--- config.mk ---
export PLATFORM = sky130hd
export DESIGN_NAME = nem_ohmux_sel_ctrl
export DESIGN_NICKNAME = d
export VERILOG_FILES = /design/src/rtl/nem_sel_pkg.sv /design/src/rtl/nem_settle_timer.sv /design/src/rtl/nem_ohmux_sel_ctrl.sv
export SDC_FILE = /design/constraint.sdc
export NUM_CORES = 1
export LEC_CHECK = 0
export ABC_AREA = 1
export CAP_MARGIN = 20
export CORE_MARGIN = 1
export CORE_UTILIZATION = 55
export DETAILED_ROUTE_END_ITERATION = 7
export GPL_TIMING_DRIVEN = 0
export PLACE_DENSITY = 0.79
export SETUP_SLACK_MARGIN = 0.2
export SLEW_MARGIN = 25
export SYNTH_ARGS = -nofsm -noshare
export SYNTH_HDL_FRONTEND = slang
export SYNTH_SLANG_ARGS = --single-unit
--- constraint.sdc ---
create_clock -name clk -period 2.77 [get_ports clk]
set_input_delay 0.277 -clock clk [delete_from_list [all_inputs] [get_ports clk]]
set_output_delay 0.277 -clock clk [all_outputs]
set_load 0.01 [all_outputs]
--- src/rtl/nem_sel_pkg.sv ---
// Shared types, defaults and helpers for the NEM relay one-hot mux select controller.
package nem_sel_pkg;

   localparam int unsigned DEF_N_IN   = 4;
   localparam int unsigned DEF_SEL_W  = 2;
   localparam int unsigned DEF_T_OFF  = 8;
   localparam int unsigned DEF_T_ON   = 8;
   localparam int unsigned MAX_N_IN   = 32;

   typedef enum logic [1:0] {
      OFF   = 2'd0,
      BREAK = 2'd1,
      MAKE  = 2'd2,
      ON    = 2'd3
   } sel_state_e;

   // One-hot select vector for idx; all zero when disabled or idx is outside 0..n-1.
   function automatic logic [MAX_N_IN-1:0] onehot(input int unsigned idx,
                                                   input logic        en,
                                                   input int unsigned n);
      logic [MAX_N_IN-1:0] v;
      v = '0;
      if (en && (idx < n) && (idx < MAX_N_IN)) begin
         v[0] = 1'b1;
         v    = v << idx;
      end
      return v;
   endfunction

endpackage

--- src/rtl/nem_settle_timer.sv ---
// Loadable down-counter that times relay pull-out / pull-in settling.
module nem_settle_timer #(
   parameter int unsigned CNT_W   = 4,
   parameter int unsigned RST_VAL = 0
) (
   input  logic             clk,
   input  logic             rst_n,
   input  logic             load,
   input  logic [CNT_W-1:0] load_val,
   input  logic             dec,
   output logic             zero_c
);

   logic [CNT_W-1:0] cnt;

   // Reset preloads the release wait; load wins over decrement; holds at zero.
   always_ff @(posedge clk) begin
      if (!rst_n) begin
         cnt <= CNT_W'(RST_VAL);
      end else if (load) begin
         cnt <= load_val;
      end else if (dec && (cnt != '0)) begin
         cnt <= cnt - CNT_W'(1);
      end
   end

   assign zero_c = (cnt == '0);

endmodule

--- src/rtl/nem_ohmux_sel_ctrl.sv ---
// Break-before-make select sequencer for the NEM-relay one-hot inverting mux.
module nem_ohmux_sel_ctrl
   import nem_sel_pkg::*;
#(
   parameter int unsigned N_IN  = DEF_N_IN,
   parameter int unsigned SEL_W = DEF_SEL_W,
   parameter int unsigned T_OFF = DEF_T_OFF,
   parameter int unsigned T_ON  = DEF_T_ON,
   parameter int unsigned CNT_W = $clog2(((T_OFF > T_ON) ? T_OFF : T_ON) + 1)
) (
   input  logic             clk,
   input  logic             rst_n,
   input  logic             req_valid,
   output logic             req_ready,
   input  logic             req_en,
   input  logic [SEL_W-1:0] req_sel,
   output logic [N_IN-1:0]  S,
   output logic             settled,
   output logic             sel_err
);

   sel_state_e       state, state_d;
   logic [SEL_W-1:0] tgt_idx, tgt_idx_d;
   logic             tgt_en, tgt_en_d;
   logic [SEL_W-1:0] cur_idx, cur_idx_d;
   logic [N_IN-1:0]  s_d;
   logic             settled_d, ready_d, err_d;
   logic             tmr_load, tmr_dec, tmr_zero_c;
   logic [CNT_W-1:0] tmr_val;
   logic             accept_c, req_ok_c;

   assign accept_c = req_valid & req_ready;
   assign req_ok_c = req_en & (32'(req_sel) < N_IN);

   nem_settle_timer #(
      .CNT_W   (CNT_W),
      .RST_VAL (T_OFF - 1)
   ) u_timer (
      .clk      (clk),
      .rst_n    (rst_n),
      .load     (tmr_load),
      .load_val (tmr_val),
      .dec      (tmr_dec),
      .zero_c   (tmr_zero_c)
   );

   // State and registered outputs; reset forces a full release wait since relay position is unknown.
   always_ff @(posedge clk) begin
      if (!rst_n) begin
         state     <= BREAK;
         tgt_idx   <= '0;
         tgt_en    <= 1'b0;
         cur_idx   <= '0;
         S         <= '0;
         settled   <= 1'b0;
         req_ready <= 1'b0;
         sel_err   <= 1'b0;
      end else begin
         state     <= state_d;
         tgt_idx   <= tgt_idx_d;
         tgt_en    <= tgt_en_d;
         cur_idx   <= cur_idx_d;
         S         <= s_d;
         settled   <= settled_d;
         req_ready <= ready_d;
         sel_err   <= err_d;
      end
   end

   // Next-state and output decode; S only ever moves between zero and a single one-hot value.
   always_comb begin
      state_d   = state;
      tgt_idx_d = tgt_idx;
      tgt_en_d  = tgt_en;
      cur_idx_d = cur_idx;
      s_d       = S;
      settled_d = settled;
      ready_d   = req_ready;
      err_d     = 1'b0;
      tmr_load  = 1'b0;
      tmr_val   = '0;
      tmr_dec   = (state == BREAK) || (state == MAKE);

      case (state)
         OFF: begin
            if (accept_c) begin
               err_d = req_en & ~req_ok_c;
               if (req_ok_c) begin
                  state_d   = MAKE;
                  tgt_idx_d = req_sel;
                  tgt_en_d  = 1'b1;
                  s_d       = N_IN'(onehot(32'(req_sel), 1'b1, N_IN));
                  tmr_load  = 1'b1;
                  tmr_val   = CNT_W'(T_ON - 1);
                  settled_d = 1'b0;
                  ready_d   = 1'b0;
               end
            end
         end
         ON: begin
            if (accept_c) begin
               err_d = req_en & ~req_ok_c;
               if (!(req_ok_c && (req_sel == cur_idx))) begin
                  state_d   = BREAK;
                  tgt_idx_d = req_sel;
                  tgt_en_d  = req_ok_c;
                  s_d       = '0;
                  tmr_load  = 1'b1;
                  tmr_val   = CNT_W'(T_OFF - 1);
                  settled_d = 1'b0;
                  ready_d   = 1'b0;
               end
            end
         end
         BREAK: begin
            if (tmr_zero_c) begin
               if (tgt_en) begin
                  state_d  = MAKE;
                  s_d      = N_IN'(onehot(32'(tgt_idx), 1'b1, N_IN));
                  tmr_load = 1'b1;
                  tmr_val  = CNT_W'(T_ON - 1);
               end else begin
                  state_d   = OFF;
                  settled_d = 1'b1;
                  ready_d   = 1'b1;
               end
            end
         end
         MAKE: begin
            if (tmr_zero_c) begin
               state_d   = ON;
               cur_idx_d = tgt_idx;
               settled_d = 1'b1;
               ready_d   = 1'b1;
            end
         end
         default: begin
            state_d = BREAK;
            s_d     = '0;
         end
      endcase
   end

endmodule

==> out/results.txt, run 1 <==
DRC: 0
total number of vias: 974
required time worst endpoint: 2990 ps
met3 usage in global routing: 0.05952
Final HPWL DP: 1.670 mm
GRT Total Usage: 0.2393
clock tree from TritonCTS: done
first-pass GRT wire length: 3.594 mm
Worst R2R Path Depth: 7
Initial Util: 0.5957
clock tree buffer depth: 2
ratio of cells with drive above 1 in the final layout: 0.1377
Hold-fix buffers, CTS: 0
reg2reg end: S[2]
fill cell total of the finished layout: 159
Synth Area per Inst: 6.796 um2
Die X: 45.48 um
M1 GR Usage: 0.2488
clock skew: 1.491 ps
Mapped Cells: 153
DR vias/cell: 5.073
initial antenna violation count: 0
clk slew on worst S/H paths: 90 ps
average wire per standard cell: 10.96 um
Max Fclk: 572.0 MHz
number of diodes: 0
layout overhead on the synthesized area: 15.76%
num rows: 15
Leak: 0.5645 nW
Worst Setup Start Kind: flip-flop
M2 GR Usage: 0.4657
sequential area share after synthesis: 0.3081
GPL Wtd Cong: 0.7815
Final Non-Filler Cells: 192
dpl cell area: 1181 um2
Top Usage Layer GRT: met2
Total Power: 0.9056 mW
Reg-to-Reg Start: state[1]
antenna-violating nets left: 0
Worst setup EP type: flip-flop
Setup Crit Path Kind: flip-flop to flip-flop
drt pass-1 iters: 4
fin crit share: 0.6312
post-placement cell count: 189
post-CTS setup buffer count: 0
final core occ: 0.6896
Fin. Hold Viols: 0
PortBufs: 11
worst skew pair latency: 280 ps
Crit. Startpoint: state[1]
RSZ-0062 raised after global routing: no
CTS Buf Count: 3
post-CTS sizing: 0
CP arrival: 1970 ps
mapped cell area: 1040 um2
final slew viol count: 0
Worst VDD drop: 0.5720 mV
Final Cell Area: 1204 um2
status: finished clean
most common cell after layout, fill and taps aside: nand2_1
Pwr Density: 752.4 nW/um2
Sink Count: 16
largest net degree at the start of global routing: 11
total grt overflow: 0
Die H: 45.48 um
die area: 2068 um2
crit-path max FO: 7
clk root buf: clkbuf_4
total wire length: 2.105 mm
number of global-route vias before repair: 897
Critical Path Sink: S[2]
Ports: 13
H-tree Lvls: 1
flop2flop setup slack: 1020 ps
min cycle time layout: 1748 ps
core area: 1745 um2
worst hold path type: flip-flop to flip-flop
most frequent cells in the layout: nand2_1 (28), inv_1 (24), nor2_1 (20)
Mapped Nets: 166
fin nets: 182
Fin Setup TNS: 0 ps
synthesis-stage register bit count: 16
Iteration-0 DRC Markers: 14
hold depth: 2
final setup vio count: 0
Max-cap violations: 0
Synth warnings: 0
number of distinct library cells after synthesis: 25
## how the worst min path moves through the flow
| stage | from | end | slack (ps) |
|---|---|---|---|
| after floorplan | req_en | tgt_en | 400 |
| final | cur_idx[0] | cur_idx[0] | 470 |
| after global routing | cur_idx[0] | cur_idx[0] | 510 |
| after CTS | cur_idx[1] | cur_idx[1] | 480 |
| after global placement | cur_idx[0] | cur_idx[0] | 460 |
| after detailed placement | tgt_idx[0] | tgt_idx[0] | 460 |
## stage by stage
| step | hold slack, ps | setup WS (ps) |
|---|---|---|
| finish | 474.1 | 1022 |
| global route | 510.1 | 883.1 |
| global placement | 458.0 | 1084 |
| floorplan | 402.8 | 1331 |
| detailed placement | 463.9 | 1001 |
| CTS | 480.2 | 1051 |
## synth_stat cells (all sizes together)
master | number | area share
conb | 1 | 0.0036
nor2 | 23 | 0.10
o21ai | 14 | 0.071
o211ai | 1 | 0.0072
ha | 7 | 0.084
nand3 | 4 | 0.031
dfxtp | 16 | 0.31
nand4 | 3 | 0.018
a21oi | 10 | 0.052
or2 | 1 | 0.0060
inv | 26 | 0.094
buf | 3 | 0.025
clkbuf | 1 | 0.0036
nand2 | 36 | 0.15
nor3 | 6 | 0.029
xor2 | 1 | 0.0084
## power by group
part,switching (mW),internal [mW],total (mW)
registers,0.0338,0.273,0.307
logic,0.284,0.197,0.480
clock network,0.0682,0.0505,0.119
## per-layer routing
layer	up-vias	wire length, um
met3	2	97
met4	0	16
li1	502	-
met1	450	880
met2	20	1111
met5	-	0
## flip-flops by register name, summed over array words and instances (netlist names)
register,flops
tgt_idx,2
S,4
cur_idx,2
settled,1
tgt_en,1
u_timer.cnt,4
state,2
## final cells by class
type                       instances  area, um2  area share
clock buffer                       3      22.52     0.01871
tap                               25      31.28     0.02599
buffer                             4      30.03     0.02495
inverter                          26      97.59     0.08108
timing repair buffer              11      110.1     0.09148
sequential                        16      320.3      0.2661
multi-input combinational        107      591.8      0.4917
## worst max-delay path, cell delays in order, from the launching register on
cell and delay, ps:
dfxtp_1 460, inv_1 130, ha_1 280, o21ai_0 320
inv_1 100, nor3_1 200, nand2_2 80, a21oi_2 110
## cell families (layout without fill, tap and decap cells)
group | count (synthesis) | after routing | synth area share
AND/OR/NAND/NOR | 73 | 73 | 0.3430
buffers and inverters | 30 | 44 | 0.1227
AO/OA/AOI/OAI | 25 | 25 | 0.1300
flip-flops | 16 | 16 | 0.3081
adder cells (fa/ha/maj) | 7 | 7 | 0.08423
other | 1 | 1 | 0.003607
XOR/XNOR | 1 | 1 | 0.008425
No activity file was read; power rests on OpenSTA's default activity.
==> inputs of run 2 (changes only) <==
CORE_UTILIZATION = 54   (was 55)
PLACE_DENSITY = 0.78   (was 0.79)
clock period = 1.7 ns   (was 2.77 ns; I/O delays follow)
==> run 2 against run 1 <==
Power is 83% higher. Routed wire length grew 6.2%. Clock-buffer cell count is the same. Global-route usage shrank 0.60 points. Critical path depth rose by 1. Worst setup slack got worse by 880 ps. Utilization is 5.9 points higher. Critical path type unchanged. Largest cell class unchanged. Largest power group unchanged. Highest routed layer unchanged.
==> out/results.txt, run 2 (synthesis gave the netlist of run 1 again) <==
status: finished clean
Worst setup EP type: flip-flop
total wire length: 2.235 mm (+6.2%)
CP max-delay cell: dfxtp_4
Final Cell Area: 1320 um2 (+9.7%)
reg2reg end: S[0]
worst skew pair latency: 290 ps (about the same)
clock tree buffer depth: 2 (unchanged)
Final HPWL DP: 1.617 mm (-3.2%)
Net Sw Frac: 0.4511 (+0.02546)
clk root buf: clkbuf_4
PortBufs: 11 (unchanged)
DRC: 0 (unchanged)
Critical Path Sink: S[0]
Sink Count: 16 (unchanged)
worst hold path type: flip-flop to flip-flop
flop2flop setup slack: 150 ps (-880 ps)
GPL Wtd Cong: 0.7967 (+1.9%)
Hold-fix buffers, CTS: 0 (unchanged)
post-placement cell count: 189 (unchanged)
CP Cell Sequence: inv_2 > ha_2 > nand2_1 > o21ai_1 > inv_1 > nor3_1 > o21ai_1 > nor2_1
average wire per standard cell: 11.52 um (+5.1%)
num rows: 15 (unchanged)
clock tree from TritonCTS: done
CTS Buf Count: 3 (unchanged)
Worst Setup Start Kind: flip-flop
Final Non-Filler Cells: 194 (+1.0%)
fin crit share: 0.9145 (+0.2833)
Reg-to-Reg Start: state[1]
most common cell after layout, fill and taps aside: nand2_1
Fin Setup TNS: 0 ps (unchanged)
core area: 1764 um2 (+1.1%)
Iteration-0 DRC Markers: 24 (+10)
Worst R2R Path Depth: 8 (+1)
RSZ-0062 raised after global routing: yes
number of global-route vias before repair: 817 (-8.9%)
Max Fclk: 643.2 MHz (+12%)
Fin. Hold Viols: 0 (unchanged)
worst slack, placed: 35.98 ps (-965.1 ps)
clock skew: 6.442 ps (+4.951 ps)
layout overhead on the synthesized area: 26.96%
Comb power frac: 0.562 (+0.032)
DR vias/cell: 5.021 (-1.0%)
Leak: 0.5957 nW (+5.5%)
Crit path largest cell delay: 380 ps (-80 ps)
Crit. Startpoint: state[1]
area occupied by multi-input gates: 671.9 um2 (+14%)
Pwr Density: 1258 nW/um2 (+67%)
drt pass-1 iters: 4 (unchanged)
Max-cap violations: 0 (unchanged)
WL met3: 72 um (-26%)
antenna-violating nets left: 0 (unchanged)
clock share of power: 0.119 (-0.012)
clk slew on worst S/H paths: 90 ps (about the same)
required time worst endpoint: 1930 ps (-1060 ps)
Die X: 45.88 um (+0.88%)
wire length on met2: 1.181 mm (+6.3%)
total number of vias: 974 (unchanged)
crit-path max FO: 7 (unchanged)
CP most frequent cell: o21ai_1
total grt overflow: 0 (unchanged)
sw power: 0.7493 mW (+94%)
Ports: 13 (unchanged)
final setup vio count: 0 (unchanged)
Worst VDD drop: 0.9455 mV (+65%)
first-pass GRT wire length: 3.332 mm (-7.3%)
Die H: 45.88 um (+0.88%)
Setup Crit Path Kind: flip-flop to flip-flop
FF/Latch Area: 329.1 um2 (+2.7%)
ratio of cells with drive above 1 in the final layout: 0.2722 (+0.1345)
die area: 2105 um2 (+1.8%)
dpl cell area: 1181 um2 (unchanged)
initial antenna violation count: 0 (unchanged)
GRT Total Usage: 0.2333 (-0.005995)
Initial Util: 0.5894 (-0.006337)
final slew viol count: 0 (unchanged)
fill cell total of the finished layout: 143 (-10%)
M1 WL: 940 um (+6.8%)
number of diodes: 0 (unchanged)
min cycle time layout: 1555 ps (-193.7 ps)
internal power: 0.9115 mW (+75%)
Final WS setup: 145.3 ps (-876.3 ps)
Seq pwr share: 0.319 (-0.020)
fin nets: 184 (+1.1%)
CP arrival: 1780 ps (-190 ps)
uppermost layer routed: met4
H-tree Lvls: 1 (unchanged)
most frequent cells in the layout: nand2_1 (28), inv_1 (20), dfxtp_1 (13), nor2_1 (13), clkdlybuf4s50_1 (10)
largest net degree at the start of global routing: 11 (unchanged)
top flop regs: S: 4 flops, u_timer.cnt: 4 flops
-- run 2: changes by cell type in the layout (fill, tap and decap cells not counted), sizes merged --
cell,previous run,this run
buf,3,5
clkdlybuf4s50,11,10
dlymetal6s2s,0,1
-- run 2: area by class of cell --
class / count / area share
Clock buffer: 3 / 0.01706
Inverter: 26 / 0.08152
Tap cell: 25 / 0.02370
Sequential cell: 16 / 0.2493
Multi-Input combinational cell: 107 / 0.5090
Buffer: 4 / 0.02275
Timing Repair Buffer: 13 / 0.09668
-- run 2: metrics by stage --
stage / hold slack [ps] / power [mW] / util
2_1_floorplan: 295.8 / 1.078 / -
3_3_place_gp: 457.6 / 1.242 / 0.6695
3_5_place_dp: 460.9 / 1.273 / 0.6695
4_1_cts: 473.7 / 1.517 / 0.6986
5_1_grt: 514.4 / 1.782 / 0.7482
6_report: 477.5 / 1.661 / 0.7482
-- run 2: timing repair --
item / CTS / global route
endpoints found under the hold margin: 0 / 0
gates resized for setup: 13 / 27
pin swaps: 2 / 9
endpoints found under the setup margin: 14 / 14
setup buffers: 2 / 0
-- run 2: worst min path at each step --
stage	slack, ps	to	depth (start not counted)	from
global route	510	tgt_idx[1]	2	tgt_idx[1]
global placement	460	tgt_idx[1]	2	tgt_idx[1]
CTS	470	tgt_idx[1]	2	tgt_idx[1]
floorplan	300	tgt_en	2	req_en
finish	480	tgt_idx[1]	2	tgt_idx[1]
detailed placement	460	tgt_idx[1]	2	tgt_idx[1]
-- run 2: critical path: cells and delay by family, from the launching register on --
kind                       cells  cell delay [ps]
DFF                            1              380
buffers and inverters          2              200
and+or+nand+nor                3              400
AOI/OAI and AO/OA              2              260
adders and majority gates      1              250
-- run 2: power by group through the flow --
stage	registers, mW	logic, mW	clock network [mW]
after floorplan	0.505	0.574	0
after global placement	0.505	0.737	0
after detailed placement	0.506	0.767	0
after CTS	0.514	0.792	0.210
after global routing	0.544	1.02	0.222
final	0.530	0.934	0.197
-- run 2: layer usage --
metal,track usage,vias to the layer above
li1,-,513
met1,0.2657,441
met2,0.3775,15
met3,0.07143,5
met4,0.1412,0
met5,0,-
